===== config.mk =====
export PLATFORM = sky130hd
export DESIGN_NAME = gray_frame_tx
export DESIGN_NICKNAME = d
export VERILOG_FILES = /design/src/rtl/gray_frame_tx.sv
export SDC_FILE = /design/constraint.sdc
export NUM_CORES = 1
export LEC_CHECK = 0
export CORE_MARGIN = 2
export CORE_UTILIZATION = 54
export DETAILED_ROUTE_END_ITERATION = 10
export PLACE_DENSITY = 0.82
export SLEW_MARGIN = 15
export SYNTH_ARGS = -nofsm -noshare
export SYNTH_HDL_FRONTEND = slang
export SYNTH_SLANG_ARGS = --single-unit

===== constraint.sdc =====
create_clock -name clk -period 4.5 [get_ports clk]
set_input_delay 0.9 -clock clk [delete_from_list [all_inputs] [get_ports clk]]
set_output_delay 0.9 -clock clk [all_outputs]
set_load 0.02 [all_outputs]

===== src/rtl/gray_frame_tx.sv =====
// Frame-aligned serial feeder: buffers parallel Gray words in a small FIFO and
// shifts them out MSB first on a fixed WIDTH-cycle cadence, idle frames as zeros.
module gray_frame_tx #(
  parameter int WIDTH = 5,
  parameter int DEPTH = 2,
  parameter int CNT_W = 8
) (
  input  logic                         clk,
  input  logic                         rst_n,
  input  logic                         in_valid,
  input  logic [WIDTH-1:0]             in_data,
  output logic                         in_ready,
  output logic                         ser_out,
  output logic                         ser_valid,
  output logic                         frame_start,
  output logic [$clog2(DEPTH+1)-1:0]   level,
  output logic [CNT_W-1:0]             frame_count
);

  localparam int LVL_W  = $clog2(DEPTH+1);
  localparam int SLOT_W = (WIDTH > 1) ? $clog2(WIDTH) : 1;
  localparam int PTR_W  = (DEPTH > 1) ? $clog2(DEPTH) : 1;

  logic [SLOT_W-1:0] slot;
  logic [WIDTH-1:0]  shreg;
  logic              cur_valid;
  logic [WIDTH-1:0]  mem [DEPTH];
  logic [PTR_W-1:0]  rd_ptr;
  logic [PTR_W-1:0]  wr_ptr;

  logic load;
  logic push;
  logic pop;

  function automatic logic [PTR_W-1:0] ptr_inc(input logic [PTR_W-1:0] p);
    return (p == PTR_W'(DEPTH-1)) ? '0 : p + 1'b1;
  endfunction

  assign load     = (slot == SLOT_W'(WIDTH-1));
  // in_ready reflects the pre-edge level only; a pop on this edge frees space next cycle.
  assign in_ready = (level < LVL_W'(DEPTH)) && rst_n;
  assign push     = in_valid && in_ready;
  assign pop      = load && (level != '0);

  assign ser_out     = shreg[WIDTH-1];
  assign ser_valid   = cur_valid;
  assign frame_start = (slot == '0);

  always_ff @(posedge clk) begin
    if (!rst_n) begin
      slot        <= SLOT_W'(WIDTH-1);
      shreg       <= '0;
      cur_valid   <= 1'b0;
      rd_ptr      <= '0;
      wr_ptr      <= '0;
      level       <= '0;
      frame_count <= '0;
    end else begin
      if (load) begin
        slot <= '0;
        if (pop) begin
          shreg       <= mem[rd_ptr];
          cur_valid   <= 1'b1;
          rd_ptr      <= ptr_inc(rd_ptr);
          frame_count <= frame_count + 1'b1;
        end else begin
          shreg     <= '0;
          cur_valid <= 1'b0;
        end
      end else begin
        shreg <= {shreg[WIDTH-2:0], 1'b0};
        slot  <= slot + 1'b1;
      end

      if (push) wr_ptr <= ptr_inc(wr_ptr);

      case ({push, pop})
        2'b10:   level <= level + 1'b1;
        2'b01:   level <= level - 1'b1;
        default: level <= level;
      endcase
    end
  end

  // Storage needs no reset: occupancy is tracked by level and the pointers.
  always_ff @(posedge clk) begin
    if (push) mem[wr_ptr] <= in_data;
  end

endmodule


**After elaboration in Yosys (flattened, before gate mapping)**

Memory sizes are Yosys's and may differ from the RTL's. A register that Yosys moved wholly into a read port is not among the register bits.
Index checks and enable logic that the tools add are counted.

- Flip-flop bits (word level): 21
- Bits in latches: 0
- Bits in writable memories: 10
- Bits in read-only memories: 0
- Memories kept: 1

Memories:

| memory | words | bits a word | read ports | clocked after memory_dff | write ports | RTL line | source |
|---|---|---|---|---|---|---|---|
| mem | 2 | 5 | 1 | 1 | 1 | 27 | `logic [WIDTH-1:0] mem [DEPTH];` |

- Add/sub/neg operators: 6
- Multiply operators: 0
- Div/mod/pow operators: 0
- Order comparisons: 1
- Eq/ne operators: 3
- Shift-type cells: 0
- Muxes and demuxes: 11
- Bitwise gates (word level): 1
- Reductions and logical operators: 9

Operators by type and width:

| operator | number |
|---|---|
| 5-bit 2-to-1 mux | 2 |
| 8-bit by 1-bit adder with 8-bit output, second input constant | 1 |
| 1-bit 2-to-1 mux | 7 |
| 2-bit case mux with 2 select lines | 1 |
| 2-bit nonzero test | 2 |
| 3-bit by 1-bit adder with 3-bit output, second input constant | 1 |
| 3-bit equality test, second input constant | 1 |
| 1-bit logical AND | 3 |
| 3-bit zero test | 1 |
| 3-bit 2-to-1 mux | 1 |
| 3-bit AND reduction | 1 |
| 1-bit adder, second input constant | 2 |
| 2-bit by 1-bit adder with 2-bit output, second input constant | 1 |
| 2-bit by 1-bit equality test with 1-bit output, second input constant | 1 |
| 2-bit equality test, second input constant | 1 |
| 2-bit less-than comparator, second input constant | 1 |
| 2-bit AND reduction | 1 |
| 2-bit OR reduction | 1 |
| 2-bit by 1-bit subtractor with 2-bit output, second input constant | 1 |
| 1-bit NOT | 1 |

**Logic depth before layout (Yosys ltp)**

- Word-level depth: 5
- Depth in mapped cells: 9
- Mapped depth without buffers: 8

**Worst setup path after synthesis**

Ideal clock, no wire load.

- Path kind: in2reg
- Start point: in rst_n
- End point: reg level[1]
- Setup time: 0.071 ns
- Arrival: 2.210 ns
- Required time: 4.429 ns
- Slack: 2.219 ns
- Cell stages on the path: 5
- Cell sequence: nor2b_1 nand2_1 ha_1 or3_1 a21oi_1

- Word-level cells in the longest chain between the ends: 4
- Elaborated cells between the ends (all ways): 6

Ends and longest elaborated chain:

| element | RTL line | source |
|---|---|---|
| from (decl) | 9 | `input logic rst_n,` |
| 1-bit logical AND | 41 | `assign in_ready = (level < LVL_W'(DEPTH)) && rst_n;` |
| 1-bit logical AND | 42 | `assign push = in_valid && in_ready;` |
| 2-bit by 1-bit equality test with 1-bit output / 2-bit equality test (equally long branches) | 77 | `case ({push, pop})` |
| 2-bit case mux with 2 select lines / 2-bit nonzero test (equally long branches) | - |  |
| to (signal assigned) | 78 | `2'b10: level <= level + 1'b1;` |
| to (signal assigned) | 79 | `2'b01: level <= level - 1'b1;` |
| to (signal assigned) | 80 | `default: level <= level;` |
| to (decl) | 16 | `output logic [$clog2(DEPTH+1)-1:0] level,` |

Several ways; a longest one is shown, not always the timed one.
A chain may end at the register's enable or synchronous reset.

**Final worst setup path**

- Start point: in rst_n
- End point: out in_ready

- Word-level cells in the longest chain between the ends: 1

Ends and longest elaborated chain:

| element | RTL line | source |
|---|---|---|
| 1-bit logical AND | 41 |  |
| to (decl) | 12 | `output logic in_ready,` |

No other way between the ends.

==> results_dict.tcl <==
set metrics [dict create \
    crit_type "input port to output port" \
    drc 0 \
    drt_pass1_iterations 4 \
    place.gp.congestion 0.738 \
    setup_tns_ps 0 \
    postCtsHoldBufs 0 \
    yosys.area_share.xor_xnor_pct 4.22 \
    busiest_layer "met2" \
    yosysWarnings 0 \
    ys_seq_area_share_pct 59.4 \
    dieArea_um2 2710 \
    ys.flop_type "dfxtp_1" \
    required_ps 3600 \
    ant_nets 0 \
    grt_util_all_layers_pct 18.5 \
    routed_wl_mm 2.02 \
    worst_pin_slew_ps 441 \
    synth_edf_count 10 \
    avgSynthCellArea_um2 11.0 \
    cts_sinks 32 \
    met2_usage_pct 29.1 \
    placed_area_um2 1470 \
    maxCapViolations 0 \
    start_util_pct 56.9 \
    cp-start-kind "input port" \
    synth_area_um2 1250 \
    postCtsSetupRepairBufs 0 \
    path_cells "clkdlybuf4s50_1 > nor2b_1 > clkdlybuf4s50_1" \
    seqPwrFrac_pct 49.2 \
    grt_max_degree 13 \
    synth.area.mux_share_pct 5.62 \
    ios 22 \
    drive_gt1_share_pct 7.91 \
    cts_max_path_buffers 2 \
    p_switching_uw 221 \
    synth.largest_area_cell "dfxtp_1" \
    fmax_mhz 305 \
    netlist_instances 113 \
    p_clk_share_pct 27.7 \
    max_stage_delay_ps 630 \
    fp.dieW_um 52.0 \
    p_int_uw 541 \
    crit_buf_inv 2 \
    critPathMaxFanout 7 \
    syn_nets 125 \
    fin_skew_ps 6.08 \
    core_um2 2190 \
    ys_top_cells_by_area "dfxtp_1, edfxtp_1, mux2i_1" \
    timing.critical_path.mode_cell "clkdlybuf4s50_1" \
    drt_iter0_drc 18 \
    report.final.slew_viol_count 0 \
    num_vias 877 \
    powerDensity_nw_per_um2 492 \
    cts_resized 0 \
    cts_buffers 5 \
    synth_top_family_by_area "simple AND/OR/NAND/NOR gates" \
    grt_antenna_before_repair 0 \
    hold_violations 0 \
    die_height_um 52.0 \
    ys_types 28 \
    rsz0062_at_grt "false" \
    share_comb_of_total_power_pct 23.1 \
    synthSimpleGateAreaFrac_pct 15.3 \
    grt_overflow_total 0 \
    cts_root_buf "clkbuf_4" \
    wl_per_cell_um 12.1 \
    setup_viol 0 \
    ys_async_sr_fraction_pct 0 \
    use_met1_pct 21.6 \
    clock_latency_ps 330 \
    ir_drop_mv 0.411 \
    dp_hpwl_mm 1.48 \
    clkTransAtPathRegs_ps 100 \
    status "completed" \
    antenna_cells 0 \
    period_minus_slack_ps 3270 \
    port_buffers 21 \
    nets 150 \
    grt_pass1_vias 838 \
    period_share_pct 72.7 \
    switching_share_pct 29.1 \
    synth_common_cells "dfxtp_1, nand2_1, edfxtp_1, nor2_1" \
    cp-end-kind "output port" \
    arrival_ps 2370 \
    vias_per_cell 5.25 \
    synth_seq_cells 32 \
    std_cell_rows 17 \
    hold_path_class "register to register" \
    yosys.area_share.adder_pct 4.02 \
    critical-path-top-delay-family "buffers and inverters" \
    cts_max_level 2 \
    max_slew_margin_pct 70.5 \
    synth.most_common_cell "dfxtp_1" \
    synthToLayoutAreaGrowth_pct 24.3 \
    use_met3_pct 5.17 \
    netlist.area_leader.share_pct 35.3 \
    slowest_stage "clkdlybuf4s50_1" \
    grt_pass1_wl_mm 3.53 \
    leakagePower_nw 0.562 \
    stdcell_area_um2 1550 \
    synth_compound_area_share_pct 8.73 \
    cts_tree "yes" \
]
[final timing paths]
| kind | from | end | slack, ps | depth (start not counted) |
|---|---|---|---|---|
| max | rst_n | in_ready | 1230 | 3 |
| min | shreg[0] | shreg[1] | 440 | 2 |
| min reg2reg | shreg[0] | shreg[1] | 440 | 2 |
| max reg2reg | slot[0] | level[1] | 2520 | 7 |
[layer usage]
metal  routed length (µm)  share of wire, %
met5                    0                 0
met4                   57               2.8
met3                  127               6.3
met2                  945                47
met1                  893                44
[cells in the final DEF, fill, tap and decap left out, drive strengths merged]
cell type      count
o21ai              7
clkinv             1
inv                4
xnor2              4
o2111ai            1
mux2i              7
nor2b              2
clkdlybuf4s50     21
bufinv             1
nand3              3
dfxtp             22
and2b              1
nand2             14
edfxtp            10
and2               2
o31ai              2
nor4               1
nor2               9
clkbuf             6
a21oi              6
xor2               2
nand2b             1
o211ai             1
and3               1
ha                 4
or3                3
a21boi             1
or4                2
[kinds of logic after synthesis]
group           count (synthesis)
flops                          32
xor+xnor                        6
mux                             7
compound gates                 18
fa+ha+maj                       4
simple gates                   39
buf+inv                         7
[layout make-up]
type                            count  area, µm²
Timing Repair Buffer               21        210
Multi-Input combinational cell     74        472
Tap cell                           28       35.0
Sequential cell                    32        741
Clock inverter                      2       35.0
Clock buffer                        6       41.3
Fill cell                         159        642
Inverter                            4       15.0
[tightest hold or removal path, cell delays in order, from the launching register on]
cell and delay, ps:
dfxtp_1 320, nand2_1 40, o21ai_0 50
[stage by stage]
step           utilization, %  instances  power (mW)  setup WS (ps)  hold slack [ps]
6_report                 70.7        167       0.762           1230              437
5_1_grt                  70.7        167       0.803           1120              471
4_1_cts                  70.7        167       0.770           1210              441
3_5_place_dp             67.2        159       0.558           1230              421
3_3_place_gp             67.2        159       0.550           1250              409
2_1_floorplan               -        113       0.500           2220              401
[state kept, by name, summed over array words and instances, names as in the netlist, named ones only]
name and cells:
slot 3, ser_valid 1, wr_ptr 1, level 2
mem 10, shreg 5, frame_count 8, rd_ptr 1
[power groups by stage]
stage	combinational [mW]	clock, mW	sequential (mW)
after floorplan	0.114	0	0.386
after global placement	0.172	0	0.378
after detailed placement	0.178	0	0.381
after CTS	0.180	0.215	0.375
after global routing	0.197	0.225	0.381
final	0.176	0.211	0.375
Power figures use the tool's default switching activity.
